**src/rtl/acc_pkg.sv**
```systemverilog
// acc_pkg: shared definitions for multichannel_accumulator.
// Holds the operation encodings carried on in_op and the FSM state type.
// Build option: MULTICHANNEL_ACCUMULATOR_SATURATE_EN (used by acc_channel_alu).
package acc_pkg;

    localparam logic [1:0] OP_ADD   = 2'b00;
    localparam logic [1:0] OP_SUB   = 2'b01;
    localparam logic [1:0] OP_LOAD  = 2'b10;
    localparam logic [1:0] OP_CLEAR = 2'b11;

    typedef enum logic {
        IDLE  = 1'b0,
        SWEEP = 1'b1
    } state_t;

endpackage

```
**src/rtl/acc_channel_alu.sv**
```systemverilog
// acc_channel_alu: combinational next-state computation for one channel.
// Ports:
//   acc, count       current channel accumulator and sample count
//   op, data         operation code and signed operand
//   acc_next         accumulator after the operation
//   count_next       sample count after the operation
//   ovf              signed overflow of an ADD/SUB result
// Build option: MULTICHANNEL_ACCUMULATOR_SATURATE_EN clamps overflowing results
// to the signed range; without it the result wraps modulo 2^ACC_W.
module acc_channel_alu
    import acc_pkg::*;
#(
    parameter int DATA_W = 16,
    parameter int ACC_W  = 24,
    parameter int CNT_W  = 8
) (
    input  logic [ACC_W-1:0]  acc,
    input  logic [CNT_W-1:0]  count,
    input  logic [1:0]        op,
    input  logic [DATA_W-1:0] data,
    output logic [ACC_W-1:0]  acc_next,
    output logic [CNT_W-1:0]  count_next,
    output logic              ovf
);

    logic              arith;
    logic [ACC_W:0]    acc_x;
    logic [ACC_W:0]    data_x;
    logic [ACC_W:0]    sum;
    logic [ACC_W-1:0]  arith_res;

    assign arith  = (op == OP_ADD) || (op == OP_SUB);
    assign acc_x  = (ACC_W+1)'($signed(acc));
    assign data_x = (ACC_W+1)'($signed(data));
    assign sum    = (op == OP_SUB) ? acc_x - data_x : acc_x + data_x;
    // One guard bit: the top two bits disagree exactly when the result left the ACC_W range.
    assign ovf    = arith && (sum[ACC_W] != sum[ACC_W-1]);

`ifdef MULTICHANNEL_ACCUMULATOR_SATURATE_EN
    logic [ACC_W-1:0] clamp;
    assign clamp     = sum[ACC_W] ? {1'b1, {(ACC_W-1){1'b0}}} : {1'b0, {(ACC_W-1){1'b1}}};
    assign arith_res = ovf ? clamp : sum[ACC_W-1:0];
`else
    assign arith_res = sum[ACC_W-1:0];
`endif

    always_comb begin
        acc_next   = arith ? arith_res : (op == OP_LOAD) ? ACC_W'($signed(data)) : '0;
        count_next = arith ? ((&count) ? count : count + CNT_W'(1))
                           : (op == OP_LOAD) ? CNT_W'(1) : '0;
    end

endmodule

```
**src/rtl/multichannel_accumulator.sv**
```systemverilog
// multichannel_accumulator: NUM_CH independent signed accumulators with counts
// and sticky overflow flags, a valid/ready operation port and a sweep-clear.
// Ports:
//   clk, reset        clock (rising edge), asynchronous active-high reset
//   in_valid/in_ready operation handshake; in_ready is low while sweeping or
//                     while clear_all is requested
//   in_ch, in_op,     target channel, operation (ADD/SUB/LOAD/CLEAR), operand
//   in_data
//   clear_all         starts a one-channel-per-cycle clear of every channel
//   out_valid, out_ch, out_acc, out_count, out_ovf
//                     registered channel state one cycle after a transfer
// Build option: MULTICHANNEL_ACCUMULATOR_SATURATE_EN (see acc_channel_alu).
module multichannel_accumulator
    import acc_pkg::*;
#(
    parameter  int DATA_W = 16,
    parameter  int ACC_W  = 24,
    parameter  int NUM_CH = 4,
    parameter  int CNT_W  = 8,
    localparam int CH_W   = (NUM_CH > 1) ? $clog2(NUM_CH) : 1
) (
    input  logic              clk,
    input  logic              reset,
    input  logic              in_valid,
    output logic              in_ready,
    input  logic [CH_W-1:0]   in_ch,
    input  logic [1:0]        in_op,
    input  logic [DATA_W-1:0] in_data,
    input  logic              clear_all,
    output logic              out_valid,
    output logic [CH_W-1:0]   out_ch,
    output logic [ACC_W-1:0]  out_acc,
    output logic [CNT_W-1:0]  out_count,
    output logic              out_ovf
);

    state_t            state;
    state_t            state_next;
    logic [CH_W-1:0]   sweep_idx;
    logic              sweep_last;
    logic [ACC_W-1:0]  acc_q [NUM_CH];
    logic [CNT_W-1:0]  cnt_q [NUM_CH];
    logic [NUM_CH-1:0] ovf_q;
    logic              fire;
    logic              ch_ok;
    logic [ACC_W-1:0]  acc_cur;
    logic [CNT_W-1:0]  cnt_cur;
    logic              ovf_cur;
    logic [ACC_W-1:0]  acc_next;
    logic [CNT_W-1:0]  cnt_next;
    logic              alu_ovf;
    logic              ovf_next;

    assign in_ready   = (state == IDLE) && !clear_all;
    assign fire       = in_valid && in_ready;
    // Out-of-range channels are still accepted, just never written or reported.
    assign ch_ok      = int'(in_ch) < NUM_CH;
    assign sweep_last = int'(sweep_idx) == NUM_CH - 1;
    assign acc_cur    = ch_ok ? acc_q[in_ch] : '0;
    assign cnt_cur    = ch_ok ? cnt_q[in_ch] : '0;
    assign ovf_cur    = ch_ok ? ovf_q[in_ch] : 1'b0;
    assign ovf_next   = (in_op == OP_ADD || in_op == OP_SUB) ? (ovf_cur | alu_ovf) : 1'b0;

    acc_channel_alu #(
        .DATA_W (DATA_W),
        .ACC_W  (ACC_W),
        .CNT_W  (CNT_W)
    ) u_alu (
        .acc        (acc_cur),
        .count      (cnt_cur),
        .op         (in_op),
        .data       (in_data),
        .acc_next   (acc_next),
        .count_next (cnt_next),
        .ovf        (alu_ovf)
    );

    always_comb begin
        state_next = state;
        if (state == IDLE)
            state_next = clear_all ? SWEEP : IDLE;
        else
            state_next = sweep_last ? IDLE : SWEEP;
    end

    always_ff @(posedge clk or posedge reset) begin
        if (reset)
            state <= IDLE;
        else
            state <= state_next;
    end

    always_ff @(posedge clk or posedge reset) begin
        if (reset) begin
            for (int i = 0; i < NUM_CH; i++) begin
                acc_q[i] <= '0;
                cnt_q[i] <= '0;
            end
            ovf_q     <= '0;
            sweep_idx <= '0;
            out_valid <= 1'b0;
            out_ch    <= '0;
            out_acc   <= '0;
            out_count <= '0;
            out_ovf   <= 1'b0;
        end else begin
            out_valid <= 1'b0;
            if (state == SWEEP) begin
                acc_q[sweep_idx] <= '0;
                cnt_q[sweep_idx] <= '0;
                ovf_q[sweep_idx] <= 1'b0;
                sweep_idx        <= sweep_idx + CH_W'(1);
            end else begin
                sweep_idx <= '0;
                if (fire && ch_ok) begin
                    acc_q[in_ch] <= acc_next;
                    cnt_q[in_ch] <= cnt_next;
                    ovf_q[in_ch] <= ovf_next;
                    out_valid    <= 1'b1;
                    out_ch       <= in_ch;
                    out_acc      <= acc_next;
                    out_count    <= cnt_next;
                    out_ovf      <= ovf_next;
                end
            end
        end
    end

endmodule

```
**config.mk**
```make
export PLATFORM = sky130hd
export DESIGN_NAME = multichannel_accumulator
export DESIGN_NICKNAME = d
export VERILOG_FILES = /design/src/rtl/acc_pkg.sv /design/src/rtl/acc_channel_alu.sv /design/src/rtl/multichannel_accumulator.sv
export SDC_FILE = /design/constraint.sdc
export NUM_CORES = 1
export LEC_CHECK = 0
export CORE_MARGIN = 8
export CORE_UTILIZATION = 40
export DETAILED_ROUTE_END_ITERATION = 12
export PLACE_DENSITY = 0.69
export SYNTH_ARGS = -nofsm -noshare
export SYNTH_HDL_FRONTEND = slang
export SYNTH_HIERARCHICAL = 1
export SYNTH_SLANG_ARGS = --single-unit
```
**constraint.sdc**
```tcl
create_clock -name clk -period 6.1 [get_ports clk]
set_clock_uncertainty 0.1 [all_clocks]
set_input_delay 0.61 -clock clk [delete_from_list [all_inputs] [get_ports clk]]
set_output_delay 0.61 -clock clk [all_outputs]
set_load 0.03 [all_outputs]
```
# [Word level (Yosys, flattened, before mapping)]
# Cells that the tools add are included.
[totals] n_memories=0 ram_bits=0 input_bits=24 ff_bits=171 word_cells=97 out_inout_bits=37 latchBits=0 mem_bits_ro=0
[classes] n_mux=42 n_shift=0 add_sub_neg=4 n_reduce_logical=13 magnitude_cmp=8 eq_ne=4 mul=0 n_bitwise=10 div_mod_pow=0
[op_table] cell="two-way mux 96 bit" count=2
[op_table] cell="two-way mux 24 bit" count=6
[op_table] cell="AND 96 bit" count=1
[op_table] cell="bitwise mux 96 bit" count=1
[op_table] cell="demux 24 bit (select 2 bit)" count=2
[op_table] cell="inverter 96 bit" count=1
[op_table] cell="two-way mux 32 bit" count=2
[op_table] cell="binary-select mux 24 bit (select 2 bit)" count=1
[op_table] cell="two-way mux 8 bit" count=6
[op_table] cell="AND 32 bit" count=1
[op_table] cell="bitwise mux 32 bit" count=1
[op_table] cell="demux 8 bit (select 2 bit)" count=2
[op_table] cell="inverter 32 bit" count=1
[op_table] cell="adder 24 x 16 -> 25 bit" count=1
[op_table] cell="two-way mux 25 bit" count=1
[op_table] cell="subtractor 24 x 16 -> 25 bit" count=1
[op_table] cell="binary-select mux 8 bit (select 2 bit)" count=1
[op_table] cell="two-way mux 1 bit" count=10
[op_table] cell="adder 8 x 1 -> 8 bit, second input constant" count=1
[op_table] cell="two-way mux 4 bit" count=2
[op_table] cell="AND reduction 8 bit" count=1
[op_table] cell="logical AND 1 bit" count=7
[op_table] cell="greater-or-equal comparator 3 bit, second input constant" count=2
[op_table] cell="< comparator 2 x 3 -> 1 bit, second input constant" count=2
[op_table] cell="other kinds (20)" count=25

# [Depth between registers and ports, before layout]
# Gate-level depths: netlist of the first run.
[logic_depth] depth_word=13 ltp_mapped=20

# [Modules after synthesis]
# The synthesis of the first run kept the hierarchy.
[modules_own_cells] module="multichannel_accumulator" seq_area_each_um2=4279.1 instances=1 cells_each=441 area_per_inst_um2=7110.6
[modules_own_cells] module="acc_channel_alu" seq_area_each_um2=0.0 instances=1 cells_each=308 area_per_inst_um2=2045.7

# [Worst setup path before layout of the first run]
# Ideal clock, no wire load.
[synth_path] path_kind="input -> register" from="input port in_ch[0]" to="register out_ovf" arrival_time_ns=4.241 n_path_buf=3 path_stages=16 slack_ns=1.692 required_time_ns=5.933 path_cell_list="buf_2 -> buf_2 -> mux4_2 -> ha_1 -> buf_6 -> a21o_1 -> a21o_1 -> a221o_1 -> a221o_1 -> a31o_1 -> xnor2_2 -> xor2_1 -> nor2_1 -> nor2_1 -> a221oi_2 -> mux2_1"
[synth_via] elab_chain_len=10 elab_cells_between_ends=13
[synth_lines] item="from (decl)" line_no="multichannel_accumulator.sv:26" text="input logic [CH_W-1:0] in_ch,"
[synth_lines] item="inverter 2 -> 3 bit (not written as such) (*)" line_no="multichannel_accumulator.sv:59" text="assign acc_cur = ch_ok ? acc_q[in_ch] : '0;"
[synth_lines] item="binary-select mux 24 bit (select 2 bit) (*)" line_no="multichannel_accumulator.sv:59"
[synth_lines] item="two-way mux 24 bit (not written as such) (*) (2 in series)" line_no="multichannel_accumulator.sv:59"
[synth_lines] item="net acc_cur[16]" line_no="multichannel_accumulator.sv:46" text="logic [ACC_W-1:0] acc_cur;"
[synth_lines] item="adder 24 x 16 -> 25 bit or subtractor 24 x 16 -> 25 bit (tied branches)" line_no="acc_channel_alu.sv:35" text="assign sum = (op == OP_SUB) ? acc_x - data_x : acc_x + data_x;"
[synth_lines] item="two-way mux 25 bit (*)" line_no="acc_channel_alu.sv:35"
[synth_lines] item="inequality test 1 bit (*)" line_no="acc_channel_alu.sv:37" text="assign ovf = arith && (sum[ACC_W] != sum[ACC_W-1]);"
[synth_lines] item="logical AND 1 bit (*)" line_no="acc_channel_alu.sv:37"
[synth_lines] item="net alu_ovf" line_no="multichannel_accumulator.sv:51" text="logic alu_ovf;"
[synth_lines] item="OR 1 bit (*)" line_no="multichannel_accumulator.sv:62" text="assign ovf_next = (in_op == OP_ADD || in_op == OP_SUB) ? (ovf_cur | alu_ovf) : 1'b0;"
[synth_lines] item="two-way mux 1 bit (*)" line_no="multichannel_accumulator.sv:62"
[synth_lines] item="to (signal assigned)" line_no="multichannel_accumulator.sv:123" text="out_ovf <= ovf_next;"
[synth_lines] item="to (decl)" line_no="multichannel_accumulator.sv:34" text="output logic out_ovf"
# Mark *: on every way through the listed nets, which the timed path passes. The rest lies on a longest branch. The select of a mux whose other input is x is not followed.
# A chain may end at the register's enable or synchronous reset.

# [Worst setup path in the final report of the first run]
[layout_path] from="input port in_data[0]" to="register out_ovf"
[layout_via] elab_chain_len=6 elab_cells_between_ends=7
[layout_lines] item="from (decl)" line_no="multichannel_accumulator.sv:28" text="input logic [DATA_W-1:0] in_data,"
[layout_lines] item="adder 24 x 16 -> 25 bit or subtractor 24 x 16 -> 25 bit (tied branches)" line_no="acc_channel_alu.sv:35"
[layout_lines] item="two-way mux 25 bit (*)" line_no="acc_channel_alu.sv:35"
[layout_lines] item="inequality test 1 bit (*)" line_no="acc_channel_alu.sv:37"
[layout_lines] item="logical AND 1 bit (*)" line_no="acc_channel_alu.sv:37"
[layout_lines] item="net alu_ovf" line_no="multichannel_accumulator.sv:51"
[layout_lines] item="OR 1 bit (*)" line_no="multichannel_accumulator.sv:62"
[layout_lines] item="two-way mux 1 bit (*)" line_no="multichannel_accumulator.sv:62"
# Mark *: on every way through the listed nets, which the timed path passes. The rest lies on a longest branch.

==> results of run 1 <==
## per-stage QoR
stage               worst slack (ps)  std cells  total power, mW  area [µm²]  hold slack, ps
floorplan                      758.2        749            2.348        9156           356.5
global placement               739.3       1055            2.778        9868           366.8
detailed placement             664.3       1055            2.805        9868           375.5
CTS                             1104       1087            4.030       10530           390.3
global route                   776.0       1087            4.199       10530           400.9
finish                          1074       1087            4.003       10530           383.0
## cell usage in the layout (no fill, tap or decap), drive strengths merged, types with 3 or more instances in the layout
master           n
nand4            5
o21a             3
clkdlybuf4s50   58
ha              30
mux2            35
inv             19
buf             16
nand3            6
xor2            16
clkinv           3
bufinv           5
o31ai            4
nand2b           5
clkbuf          20
a31oi            3
o21bai           4
nor2b            5
mux2i            5
nor4             4
a21oi           36
mux4            32
nor3             9
a22o           134
nand2           28
nor2            26
a21o            13
a221o            3
xnor2           22
dfrtp          171
and2            10
o21ai           35
nor3b            3
and3             6
a211oi           7
## cell usage after synthesis, types with 16 or more instances
library cell,number,area (µm²)
a21oi_1,35,175.2
ha_1,30,375.4
nand2_1,28,105.1
mux4_2,32,720.7
nor2_1,26,97.59
mux2_1,35,394.1
dfrtp_1,171,4279
o21ai_0,35,175.2
buf_2,20,100.1
a22o_1,134,1174
xnor2_1,21,183.9
xor2_1,16,140.1
## state kept, by name (all words and copies together), names as in the netlist
name,cells
out_acc,24
ovf_q,4
out_ovf,1
out_valid,1
state,1
sweep_idx,2
acc_q,96
cnt_q,32
out_ch,2
out_count,8
## where the power goes
part	total, mW	switching [mW]	leakage [nW]	internal [mW]
clock	1.22	0.464	0.323	0.755
combinational	1.34	0.816	2.14	0.525
sequential	1.44	0.116	2.33	1.33
## critical path, cell delays in order
cell and delay, ps:
clkdlybuf4s50_1 480, inv_1 90, ha_1 150, nor3b_1 530, nand4_1 280, nor2_1 150
nor3_1 90, a21oi_1 180, ha_1 350, a21o_1 200, a21o_1 160, a221o_1 360
a221o_1 320, a31o_1 210, xnor2_2 150, xor2_1 170, nor2_1 130, nor2_1 60
a221oi_2 410, mux2_1 210
## final timing paths
kind	from	endpoint	depth (start not counted)
max in group asynchronous	reset	acc_q[37]	3
worst max register to register	acc_q[0]	out_ovf	16
worst max-delay path	in_data[0]	out_ovf	20
worst min-delay path	out_acc[8]	out_acc[8]	1
worst min register to register	out_acc[8]	out_acc[8]	1
min in group asynchronous	reset	sweep_idx[1]	2
## cell type report
class | instances | area, µm²
Inverter | 16 | 65.06
Timing Repair Buffer | 74 | 695.7
Clock buffer | 20 | 456.7
Tap cell | 285 | 356.6
Multi-Input combinational cell | 509 | 4472
Sequential cell | 171 | 4279
Fill cell | 2007 | 12040
Clock inverter | 12 | 209.0
## per-layer routing
metal	track usage, %	part of all wire, %
met4	5.008	1.7
met3	3.739	6.3
met5	0	0
met1	23.15	47
met2	26.24	45
## cells by family after synthesis
group,count (synthesis),share of synthesized area [%]
muxes,72,12.72
xor gates and xnor gates,38,3.717
buffers and inverters,69,4.496
and+or+nand+nor,110,6.341
adders and majority gates,31,4.318
AOI/OAI and AO/OA,258,21.67
DFF,171,46.73
==> metrics, run 1 <==
outcome completed; setup TNS 0 ps; post-route ant nets 0; Worst EP arrival approximately 5300 ps; Setup CP Type input port to flip-flop; Setup-failing EPs final 0; hold-fix buffers at CTS 0; CTS H-tree depth 4; Synth async-reset ratio 100.0%; CTS Buf Count 17; GRT overflow 0; Net Count, Synth 804; unrepaired setup endpoints after global routing false; vias in the first global route 6759; die width between 150 and 200 µm; max-slew violation count 0; via-per-instance ratio around 6.0; Most used DFF post-synth dfrtp_1; Leak around 4.8 nW; crit end category flip-flop; Netlist cell types 56; vias post-DR between 6000 and 7000; Clk Latency, worst-skew pair ~430 ps; Hold Violations, Final 0; WL per Instance around 21 µm; worst min-delay path class flip-flop to flip-flop; sequential-to-total area share from yosys stat 46.73%; largest net degree at the start of global routing 120; EDFF count, synth 0; Global Route Usage Sum around 17%; Tmin final between 5000 and 6000 ps; Die H about 170 µm; Root Buffer clkbuf_16; layout cells sized above 1 ~12%; Post-route DRC 0; # port buffers 60; flops & latches, synth ~170; First DRT Iteration DRCs a little over 400; Core Region between 20000 and 25000 µm²; Startpoint Class input port; wire length of the first global-routing pass 37.71 mm; post-CTS sizing 0; Core Util, Final between 40 and 50%; Ports slightly above 60; Synth warnings 6; Die Area between 20000 and 30000 µm²; Mapped Area just over 9000 µm²; fmax 0.1990 GHz; Mean Syn Cell Area ~12 µm²; WL final between 20 and 25 mm; MaxCap Viol Count 0; Clock Sinks 171; nets around 840; Pre-antenna DRT Iters 5; Peak supply drop ~310 µV; # rows 55; period utilisation layout 82.39%; maximum fanout along the worst path 9; Initial Utilization 40.57%; area grow syn2layout 15.05%; initial antenna violation count 0; Clock Pin Slew Worst Setup and Hold Paths 70 ps; Pwr Density 380.0 nW/µm²; Post-CTS Setup Bufs 0; Max Root-Sink Buffers 2; Max-Slew Margin vs Limit between 20% and 30%; CTS tree built; r2r setup slk 2250 ps; cells after synthesis between 700 and 800; DP Wirelength about 15 mm; RePlAce Congestion 0.9114; Tightest Pin Transition 1164 ps; Worst Path Required 6370 ps; n_diodes 0
(Power assumes the default switching activity.)
==> run 2: changes to the inputs <==
clock period = 4.8 ns   (was 6.1 ns; I/O delays follow)
==> run 2 against run 1 <==
Net effect: combinational power is 32% higher; clock-buffer cell count down 3; design area grew 3.0%; largest cell class unchanged.
==> metrics, run 2 (same netlist as run 1, synthesis figures left out) <==
Die Area 27990 µm² (unchanged); Core Region 22570 µm² (unchanged); fin cells 1132 (+4.1%); First DRT Iteration DRCs 559 (+37%); WL per Instance 20.44 µm (-3.8%); area grow syn2layout 18.49%; Startpoint Class input port; vias post-DR 6754 (+3.2%); max-slew violation count 0 (unchanged); post-CTS sizing 0 (unchanged); Max-Slew Margin vs Limit 23.30% (+0.91 points); Leak 4.984 nW (+4.1%); # port buffers 60 (unchanged); fillers 1973 (-1.7%); Clock Sinks 171 (unchanged); crit end category flip-flop; Clock Pin Slew Worst Setup and Hold Paths 60 ps (about the same); Tightest Pin Transition 1148 ps (-16.15 ps); DP Wirelength 14.81 mm (+1.8%); RePlAce Congestion 0.9331 (+2.4%); outcome completed; worst min-delay path class flip-flop to flip-flop; Root Buffer clkbuf_16; via-per-instance ratio 5.966 (-0.88%); WL final 23.13 mm (+0.20%); Clk Latency, worst-skew pair 440 ps (about the same); Global Route Usage Sum 16.71% (-0.13 points); vias in the first global route 6891 (+2.0%); CTS tree built; Die H 167.3 µm (unchanged); post-route ant nets 0 (unchanged); nets 889 (+5.3%); setup TNS 0 ps (unchanged); max reg flops 96 (unchanged); CTS Buf Count 17 (unchanged); fmax roughly 0.23 GHz; MaxCap Viol Count 0 (unchanged); Max Root-Sink Buffers 2 (unchanged); Top reg by flops acc_q; commonest non-fill, non-tap cells in the layout 171 x dfrtp_1, 134 x a22o_1, 58 x clkdlybuf4s50_1; die width 167.3 µm (unchanged); Initial Utilization 40.57% (unchanged); # placed instances 1100 (+4.3%); Tmin final about 4400 ps; Worst EP arrival 4680 ps (-620 ps); largest registers acc_q (96), cnt_q (32), out_acc (24); period utilisation layout between 90% and 100%; Pre-antenna DRT Iters 5 (unchanged); maximum fanout along the worst path 4 (-5); Hold Violations, Final 0 (unchanged); Ports 61 (unchanged); hold-fix buffers at CTS 0 (unchanged); Peak supply drop 441.9 µV (+44%); Setup-failing EPs final 0 (unchanged); layout cells sized above 1 16.88% (+4.8 points); CTS H-tree depth 4 (unchanged); Worst Path Required 5060 ps (-1310 ps); Setup CP Type input port to flip-flop; unrepaired setup endpoints after global routing false; initial antenna violation count 0 (unchanged); largest net degree at the start of global routing 172 (+43%); commonest non-fill, non-tap cell in the layout dfrtp_1; Pwr Density 463.7 nW/µm² (+22%); wire length of the first global-routing pass 37.51 mm (-0.53%); Post-CTS Setup Bufs 0 (unchanged); # rows 55 (unchanged); Post-route DRC 0 (unchanged); n_diodes 0 (unchanged); GRT overflow 0 (unchanged); Overall Power 5.031 mW (+26%)
==> run 2: where the power goes <==
part	switching (mW)	internal, mW
Sequential	0.141	1.69
Combinational	1.05	0.717
Clock	0.609	0.828
==> run 2: final timing paths <==
path / start / to / slack (ps) / cells past startpoint
max in group asynchronous: reset / acc_q[84] / 3360 / 3
max reg2reg: acc_q[24] / ovf_q[0] / 960 / 17
max: in_data[1] / ovf_q[0] / 380 / 22
min in group asynchronous: reset / out_acc[1] / 560 / 3
min reg2reg: out_acc[17] / out_acc[17] / 380 / 1
min: out_acc[17] / out_acc[17] / 380 / 1
==> run 2: area by class of cell <==
cell class              count  area (µm²)  share of cell area [%]
multi-input cells         509        4479                   41.29
flip-flops and latches    171        4279                   39.44
repair buffers            119        1059                   9.757
clock buffers              17       425.4                   3.921
well taps                 285       356.6                   3.287
clock inverters            15       186.4                   1.718
inverters                  16       63.81                  0.5882
==> run 2: metal layers <==
layer  wire length [µm]  track usage (%)
met4                329            4.425
met5                  0                0
met2              10580            25.71
met1              10740            23.37
met3               1481            3.856
==> run 2: stage by stage <==
stage          instance area [µm²]  utilization, %  hold WS [ps]  worst slack (ps)
2_1_floorplan                 9160               -         356.5             522.2
3_3_place_gp                 10240           45.35         368.1             18.22
3_5_place_dp                 10240           45.35         374.0             1.147
4_1_cts                      10850           48.07         388.4             414.2
5_1_grt                      10850           48.07         404.7             156.5
6_report                     10850           48.07         384.3             381.4
==> run 2: worst max-delay path: stages <==
cell and delay [ps]:
clkdlybuf4s50_1 450, inv_1 70, ha_1 150, nor3b_1 210, buf_4 170, nand4_1 150
buf_4 200, nand2_1 70, xor2_1 160, ha_1 260, a21oi_1 190, o21ai_0 180
a221o_1 360, a221o_1 320, a31o_1 210, xnor2_2 150, xor2_1 170, nor2_1 130
nor2_1 60, a221oi_2 270, buf_4 170, a22o_1 120
==> run 3: changes to the inputs <==
SYNTH_HIERARCHICAL = unset   (was 1)
==> run 3 against run 2 <==
Net effect: wire length is 13% higher; critical path depth is 6 lower; design area is 1.1% higher; die area is 0.99% higher; sequential power is 2% higher; clock-buffer cell count is 1 higher; utilization is 0.24 points higher; synthesized cell count is 22% higher; first-iteration DRC count is 8.1% higher; power is 3.5% higher; non-clock buffer count is 22 lower; combinational power is 5% higher.
==> metrics, run 3 <==
outcome completed; worst reg2reg path depth 9 (-8); WL per Instance 20.46 µm (+0.14%); layout cells sized above 1 12.64% (-4.2 points); Hold Violations, Final 0 (unchanged); Tmin final 4333 ps (-85.69 ps); Global Route Usage Sum 18.92% (+2.2 points); hold-fix buffers at CTS 0 (unchanged); Top reg by flops acc_q; Setup-failing EPs final 0 (unchanged); crit end category flip-flop; nets 1039 (+17%); Netlist cell types 64 (+14%); commonest non-fill, non-tap cell in the layout dfrtp_1; Initial Utilization 40.76% (+0.19 points); post-route ant nets 0 (unchanged); flops & latches, synth 171 (unchanged); Die H 168.1 µm (+0.49%); max reg flops 96 (unchanged); Synth async-reset ratio 100.0% (unchanged); Synth warnings 0 (-6); wire length of the first global-routing pass 42.28 mm (+13%); RePlAce Congestion 0.9352 (+0.23%); Hold Startpoint out_acc[3]; final hold slack 372.9 ps (-11.42 ps); WL final 26.24 mm (+13%); fmax 0.2308 GHz (+2.0%); initial antenna violation count 0 (unchanged); Leak 5.043 nW (+1.2%); vias post-DR 7533 (+12%); cells after synthesis 917 (+22%); Critical R2R Launch acc_q[74]; Peak supply drop 383.4 µV (-13%); MaxCap Viol Count 0 (unchanged); area grow syn2layout 18.52% (about the same); top cells by area, synth dfrtp_1 46%, mux4_2 8.0%, nand2_1 6.6%; # port buffers 60 (unchanged); Max Root-Sink Buffers 2 (unchanged); Core Region 22710 µm² (+0.61%); GRT overflow 0 (unchanged); CTS Buf Count 17 (unchanged); EDFF count, synth 0 (unchanged); setup TNS 0 ps (unchanged); worst min-delay path class flip-flop to flip-flop; Post-route DRC 0 (unchanged); CTS H-tree depth 4 (unchanged); commonest non-fill, non-tap cells in the layout 171 x dfrtp_1, 161 x nand2_1, 106 x o21ai_0; unrepaired setup endpoints after global routing false; Setup CP Type input port to flip-flop; n_diodes 0 (unchanged); sequential-to-total area share from yosys stat 46.23% (-0.51 points); max-slew violation count 0 (unchanged); post-CTS sizing 0 (unchanged); CTS tree built; Max-Slew Margin vs Limit 36.91% (+14 points); share of the synthesized area in the top cell type 46.23% (-0.51 points); Startpoint Class input port; Clock Sinks 171 (unchanged); hold endpoint out_acc[3]; vias in the first global route 7670 (+11%); Post-synth top cells 171 x dfrtp_1, 162 x nand2_1, 106 x o21ai_0; count leader, synth dfrtp_1; hold path cells 2 (+1); Tightest Pin Transition 936.5 ps (-211.4 ps); First DRT Iteration DRCs 604 (+8.1%); R2R Path End acc_q[12]; Worst EP arrival 4600 ps (-80 ps); Mean Syn Cell Area 10.09 µm² (-17%); via-per-instance ratio 5.876 (-1.5%); Ports 61 (unchanged); largest net degree at the start of global routing 172 (unchanged); Clock Pin Slew Worst Setup and Hold Paths 70 ps (about the same); Most used DFF post-synth dfrtp_1; Worst Path Required 5070 ps (about the same); # rows 55 (unchanged); DP Wirelength 18.29 mm (+24%); period utilisation layout 90.27% (-1.8 points); Root Buffer clkbuf_16; Post-CTS Setup Bufs 0 (unchanged); maximum fanout along the worst path 8 (+4); largest registers acc_q (96), cnt_q (32), out_acc (24); Pre-antenna DRT Iters 5 (unchanged); r2r setup slk 1080 ps (+120 ps); Pwr Density 474.4 nW/µm² (+2.3%); Mapped Area 9256 µm² (+1.1%); Net Count, Synth 972 (+21%); Clk Latency, worst-skew pair 430 ps (about the same); post-synth top area cell dfrtp_1; Die Area 28260 µm² (+0.99%); die width 168.1 µm (+0.49%)
==> run 3: per-layer routing <==
metal	global-route usage (%)	share of wire (%)	up-vias
met5	0	0	-
met4	5.590	1.9	0
met3	3.765	6.6	36
met2	29.96	47	282
met1	25.87	45	3757
li1	-	-	3458
==> run 3: worst max-delay path, stage by stage <==
cell and delay [ps]:
clkdlybuf4s50_1 470, nor4_2 470, nand2_1 140, nor3_1 340, a21oi_1 160, and2_1 230
a21oi_1 140, ha_1 270, o21ai_0 260, o211ai_1 120, a21oi_1 160, o21ai_0 120
nor2_2 160, xnor3_2 450, or4_1 550, nand3_1 80
==> run 3: per-stage QoR <==
stage	instances	total power [mW]	utilization [%]	instance area, µm²	setup slack (ps)
floorplan	917	3.043	-	9260	21.30
global placement	1250	3.718	45.55	10340	143.7
detailed placement	1250	3.744	45.55	10340	75.88
CTS	1282	5.220	48.31	10970	501.5
global route	1282	5.452	48.31	10970	120.5
finish	1282	5.205	48.31	10970	467.1
==> run 3: how the worst max path moves through the flow <==
stage	start	end	slack [ps]	cells past startpoint
after floorplan	in_ch[0]	ovf_q[2]	20	15
after global routing	in_data[5]	acc_q[22]	120	15
after CTS	in_data[5]	ovf_q[2]	500	15
final	in_data[5]	ovf_q[2]	470	16
after global placement	in_data[5]	ovf_q[2]	140	15
after detailed placement	in_data[5]	ovf_q[2]	80	15
==> run 3: cell families (layout without fill, tap and decap cells) <==
kind of cell,Yosys count,in the layout,share of synthesized area (%)
XOR/XNOR,33,33,3.366
AND/OR/NAND/NOR,289,289,14.02
AO/OA/AOI/OAI,285,285,20.41
flip-flops,171,171,46.23
buffers and inverters,67,147,2.771
multiplexers,41,41,8.935
adder cells (fa/ha/maj),31,31,4.271
==> run 3: cell type report <==
cell class              count  area [µm²]
fillers                  2118       11740
multi-input cells         679        4743
flip-flops and latches    171        4279
repair buffers             97       893.4
clock buffers              18       439.2
well taps                 285       356.6
clock inverters            14       187.7
inverters                  18       71.32
==> run 3: power breakdown <==
group          internal, mW  switching [mW]  leakage [nW]  total, mW
clock network         0.846           0.626         0.297       1.47
registers              1.71           0.161          2.33       1.87
logic                 0.710            1.15          2.41       1.86
==> patch 1 (config.mk and constraints of run 2) <==
`ACC_W` is set to 24 in 2 places; all go to 20.
--- a/src/rtl/acc_channel_alu.sv
+++ b/src/rtl/acc_channel_alu.sv
@@ -11,7 +11,7 @@
     import acc_pkg::*;
 #(
     parameter int DATA_W = 16,
-    parameter int ACC_W  = 24,
+    parameter int ACC_W  = 20,
     parameter int CNT_W  = 8
 ) (
     input  logic [ACC_W-1:0]  acc,
--- a/src/rtl/multichannel_accumulator.sv
+++ b/src/rtl/multichannel_accumulator.sv
@@ -14,7 +14,7 @@
     import acc_pkg::*;
 #(
     parameter  int DATA_W = 16,
-    parameter  int ACC_W  = 24,
+    parameter  int ACC_W  = 20,
     parameter  int NUM_CH = 4,
     parameter  int CNT_W  = 8,
     localparam int CH_W   = (NUM_CH > 1) ? $clog2(NUM_CH) : 1
Interface: changed (resized out_acc); port bits go from 61 to 57. No check against the original RTL was run, so the function may have changed too.
==> patch 1 against run 2 <==
Sequential cell count down 20; critical endpoint is now out_acc[18]; combinational power down 11%; synthesized cell count down 13%; critical path type unchanged; synthesized area down 11%; non-clock buffer count down 26; cell area down 11%; total power down 8.2%; wire length down 9.5%; worst setup slack worse by 0.0038 ns.
==> patch 1: results (changes against run 2) <==
.. list-table::
   :header-rows: 1

   * - Metric
     - Value
   * - Wire length of the first global-routing pass
     - 33.8 mm (-9.8%)
   * - Highest ir drop seen on vdd
     - 351 uV (-21%)
   * - Main area contributors after synthesis
     - dfrtp_1 (47%), a22o_1 (13%), mux4_2 (7.8%)
   * - Status
     - finished, final reports clean
   * - HP Start
     - cnt_q[21]
   * - Family with the most delay on the worst path
     - compound AO/OA/AOI/OAI gates
   * - Vias in the first global route
     - 5961 (-13%)
   * - Cell leakage power
     - 4.42 nW (-11%)
   * - Routed via count divided by cell count
     - 5.80 (-2.8%)
   * - Worst r2r path cells
     - 13 (-4)
   * - Most frequent cells after synthesis
     - dfrtp_1 (151), a22o_1 (119), mux2_4 (29)
   * - Quantity of I/O buffers inserted on ports
     - 56 (-6.7%)
   * - Share of the yosys chip area belonging to registers
     - 0.466 (-0.00172)
   * - Delay of the slowest critical-path stage
     - 0.52 ns (+0.07 ns)
   * - Share of final-layout standard cells stronger than drive strength 1
     - 0.205 (+0.0366)
   * - Highest net fanout along the worst path
     - 5 (+1)
   * - Worst Hold Path EP
     - cnt_q[21]
   * - Synthesized net count
     - 705 (-12%)
   * - Pre-CTS setup slack
     - -0.0723 ns (-0.0734 ns)
   * - Routability Congestion
     - 0.910 (-2.5%)
   * - Registers with the highest flip-flop counts
     - acc_q x80, cnt_q x32, out_acc x20
   * - FF-to-FF setup slack
     - 0.94 ns (-0.02 ns)
   * - Endpoint of the most critical register-to-register path
     - out_acc[18]
   * - Netlist cell types
     - 62 (+11%)
   * - Time the worst path needs with I/O delays and setup
     - 4.42 ns (+0.00381 ns)
   * - HPWL after detailed placement
     - 13.8 mm (-6.5%)
   * - Max transition margin
     - 0.298 (+0.0648)
   * - Slowest cell on the critical path
     - o21ai_0
   * - R2r startpoint
     - acc_q[0]
   * - Pin count of the biggest net entering global routing
     - 94 (-45%)
   * - Overall fraction of global-route tracks in use
     - 0.175 (+0.00772)
[patch 1: kinds of logic after synthesis]
family | after synthesis | synth area share
and+or+nand+nor | 110 | 0.0702
xor gates and xnor gates | 36 | 0.0405
AOI/OAI and AO/OA | 211 | 0.202
muxes | 62 | 0.138
adders and majority gates | 27 | 0.0426
DFF | 151 | 0.466
buffers and inverters | 57 | 0.0416
[patch 1: how the worst max path moves through the flow]
stage	start	to	cells after the start
4_1_cts	in_data[0]	out_ovf	19
3_3_place_gp	in_data[0]	out_ovf	19
5_1_grt	in_data[7]	out_ovf	19
3_5_place_dp	in_data[0]	out_ovf	19
6_report	in_data[0]	out_acc[18]	16
2_1_floorplan	reset	acc_q[0]	1
[patch 1: routing by layer]
metal  GRT usage  wire, um
met1       0.253     10000
met2       0.255      9220
met3      0.0480      1480
met4      0.0409       185
met5           0         0
[patch 1: area by class of cell]
cell class	count	area, um^2
Inverter	13	53.8
Timing Repair Buffer	93	828
Sequential cell	151	3780
Tap cell	270	338
Multi-Input combinational cell	446	4030
Fill cell	1746	10400
Clock inverter	11	160
Clock buffer	21	470
[patch 1: metrics by stage]
stage | area [um^2] | std cells | util | hold WS (ns)
after floorplan | 8120 | 654 | - | 0.357
after global placement | 9020 | 973 | 0.449 | 0.378
after detailed placement | 9020 | 973 | 0.449 | 0.377
after CTS | 9650 | 1005 | 0.480 | 0.398
after global routing | 9660 | 1005 | 0.480 | 0.405
final | 9660 | 1005 | 0.480 | 0.395
[patch 1: power breakdown]
part	switching [mW]	internal (mW)	leakage (nW)
clock network	0.564	0.872	0.303
logic	0.896	0.677	2.06
registers	0.129	1.48	2.06
[patch 1: timing repair]
action / in CTS / in global routing
endpoints found under the setup margin: 0 / 5
gates resized for setup: 0 / 1
hold buffers: 0 / 0
[patch 1: worst reg2reg max path, stage by stage, from the launching register on]
cell	delay, ns
dfrtp_1	0.36
mux4_2	0.23
inv_1	0.04
ha_1	0.24
fa_1	0.39
nand2b_1	0.20
a21oi_1	0.27
nor4_1	0.11
o31ai_2	0.43
nand3_1	0.24
o211ai_1	0.30
xnor2_1	0.11
o21ai_0	0.52
mux2_2	0.27
==> patch 2 (config.mk and constraints of run 2) <==
Made on the original files. Put one more register stage on the output `out_count`, cleared by the reset. The value now appears one clock later. The other outputs are not delayed to match.
--- a/src/rtl/multichannel_accumulator.sv
+++ b/src/rtl/multichannel_accumulator.sv
@@ -33,6 +33,8 @@
     output logic [CNT_W-1:0]  out_count,
     output logic              out_ovf
 );
+
+    logic [CNT_W-1:0] out_count_s0;
 
     state_t            state;
     state_t            state_next;
@@ -101,7 +103,7 @@
             out_valid <= 1'b0;
             out_ch    <= '0;
             out_acc   <= '0;
-            out_count <= '0;
+            out_count_s0 <= '0;
             out_ovf   <= 1'b0;
         end else begin
             out_valid <= 1'b0;
@@ -119,12 +121,20 @@
                     out_valid    <= 1'b1;
                     out_ch       <= in_ch;
                     out_acc      <= acc_next;
-                    out_count    <= cnt_next;
+                    out_count_s0 <= cnt_next;
                     out_ovf      <= ovf_next;
                 end
             end
         end
     end
 
+    always_ff @(posedge clk or posedge reset) begin
+        if (reset) begin
+            out_count <= '0;
+        end else begin
+            out_count <= out_count_s0;
+        end
+    end
+
 endmodule
 
Formal check against the unedited RTL: not equivalent (a bounded check fails within 4 cycles, from zero or initial values and one cycle with reset high).
==> patch 2 against run 2 <==
Synthesized area rose by 1.8%; worst hold slack got worse by 0.12 ns; sequential cell count rose by 8; worst setup slack improved by 0.012 ns; total power rose by 0.16%; via count rose by 0.47%; sequential share of layout area rose by 1.1 points; final cell count rose by 3.8%; clock power fell by 6%; cell area rose by 1.8%; wire length rose by 1.8%; largest power group unchanged; highest routed layer unchanged.
==> patch 2: results (changes against run 2) <==
.. list-table::
   :header-rows: 1

   * - Metric
     - Value
   * - Total clock network power
     - 1.36 mW (-6%)
   * - Number of inserted filler cells in the final layout
     - 2043 (+3.5%)
   * - Pin count of the biggest net entering global routing
     - 180 (+4.7%)
   * - R2r startpoint
     - acc_q[0]
   * - HPWL after detailed placement
     - 15.1 mm (+1.9%)
   * - FF-to-FF setup slack
     - 0.84 ns (-0.12 ns)
   * - Number of ordinary and repair buffers in the finished layout
     - 120 (+0.84%)
   * - Net switching power of the design
     - 1.81 mW (+0.42%)
   * - Initial DRC count
     - 611 (+9.3%)
   * - Placed cell area
     - 10500 um^2 (+2.3%)
   * - Sequential portion of the cell area
     - 0.405 (+0.0111)
   * - Routed via count divided by cell count
     - 5.78 (-3.2%)
   * - Total placed cells including tap cells
     - 1143 (+3.9%)
   * - Synthesized net count
     - 812 (+1.0%)
   * - Worst setup path end
     - ovf_q[2]
   * - Main area contributors after synthesis
     - dfrtp_1 (48%), a22o_1 (13%), mux4_2 (7.7%)
   * - Signal buffers share of area
     - 0.0965 (-0.00107)
   * - Cell leakage power
     - 5.08 nW (+2.0%)
   * - Worst endpoint data arrival time
     - 4.66 ns (-0.02 ns)
   * - Clock network area share
     - 0.0519 (-0.00452)
   * - Global Route met2 Usage
     - 0.268 (+0.0108)
   * - Worst Hold Path EP
     - out_count[7]
   * - Clk_lat worst skew
     - 0.42 ns (-0.02 ns)
   * - Register area
     - 4480 um^2 (+4.7%)
   * - Routed via count
     - 6786 (+0.47%)
   * - Origin of the worst setup path
     - in_data[0]
   * - WL met2
     - 10.9 mm (+2.9%)
   * - Share of cell area taken by muxes after synthesis
     - 0.125 (-0.00224)
   * - Pre-CTS setup slack
     - -0.0309 ns (-0.0321 ns)
   * - Aggregate routed wire length
     - 23.5 mm (+1.8%)
   * - Met1 WL
     - 11.0 mm (+2.2%)
   * - HP Start
     - out_count_s0[7]
   * - Clock sink count
     - 179 (+4.7%)
   * - Share of the yosys chip area belonging to registers
     - 0.481 (+0.0133)
   * - Wire length of the first global-routing pass
     - 38.9 mm (+3.6%)
   * - Share of final-layout standard cells stronger than drive strength 1
     - 0.174 (+0.00523)
   * - Total number of nets in the final design
     - 898 (+1.0%)
   * - Hold Crit Depth
     - 0 (-1)
   * - Post-route fraction of the period consumed by the critical path
     - 0.918 (-0.00260)
   * - Seq pwr
     - 1.90 mW (+4%)
   * - Average size of a mapped cell
     - 12.3 um^2 (+0.71%)
   * - Most frequent cells after synthesis
     - dfrtp_1 (179), a22o_1 (134), a21oi_1 (36)
   * - Status
     - finished, final reports clean
   * - Routability Congestion
     - 0.885 (-5.1%)
   * - Post-synthesis compound-gate area fraction
     - 0.213 (-0.00421)
   * - Number of iterations in the first detailed-routing pass
     - 7 (+2)
   * - Multi-input combinational cell area
     - 4470 um^2 (-0.31%)
==> patch 2: cell types whose count changed in the layout (fill, tap and decap cells not counted), moves of 2 or more <==
cell and delta:
clkbuf_8 +2, dfrtp_1 +8, mux2_2 +6, mux2_1 -6
clkinvlp_4 -2, clkinv_4 -2, bufinv_16 -2, clkinv_2 +3
==> patch 2: worst max-delay path: stages <==
cell and delay [ns]:
clkdlybuf4s50_1 0.42, buf_4 0.15, nor4_1 0.19, buf_4 0.18, nand2_1 0.07, buf_4 0.14, o41ai_1 0.32, xor2_1 0.12
ha_1 0.22, a21oi_1 0.18, o21ai_0 0.18, a221o_1 0.35, a221o_1 0.32, a31o_1 0.21, xnor2_2 0.15, xor2_1 0.17
nor2_1 0.14, nor2_1 0.07, a221oi_2 0.31, buf_4 0.17, a22o_1 0.12
==> patch 2: through the flow <==
step                total power [mW]   util
floorplan                       3.06      -
global placement                3.67  0.452
detailed placement              3.70  0.452
CTS                             5.07  0.476
global route                    5.30  0.476
finish                          5.04  0.476
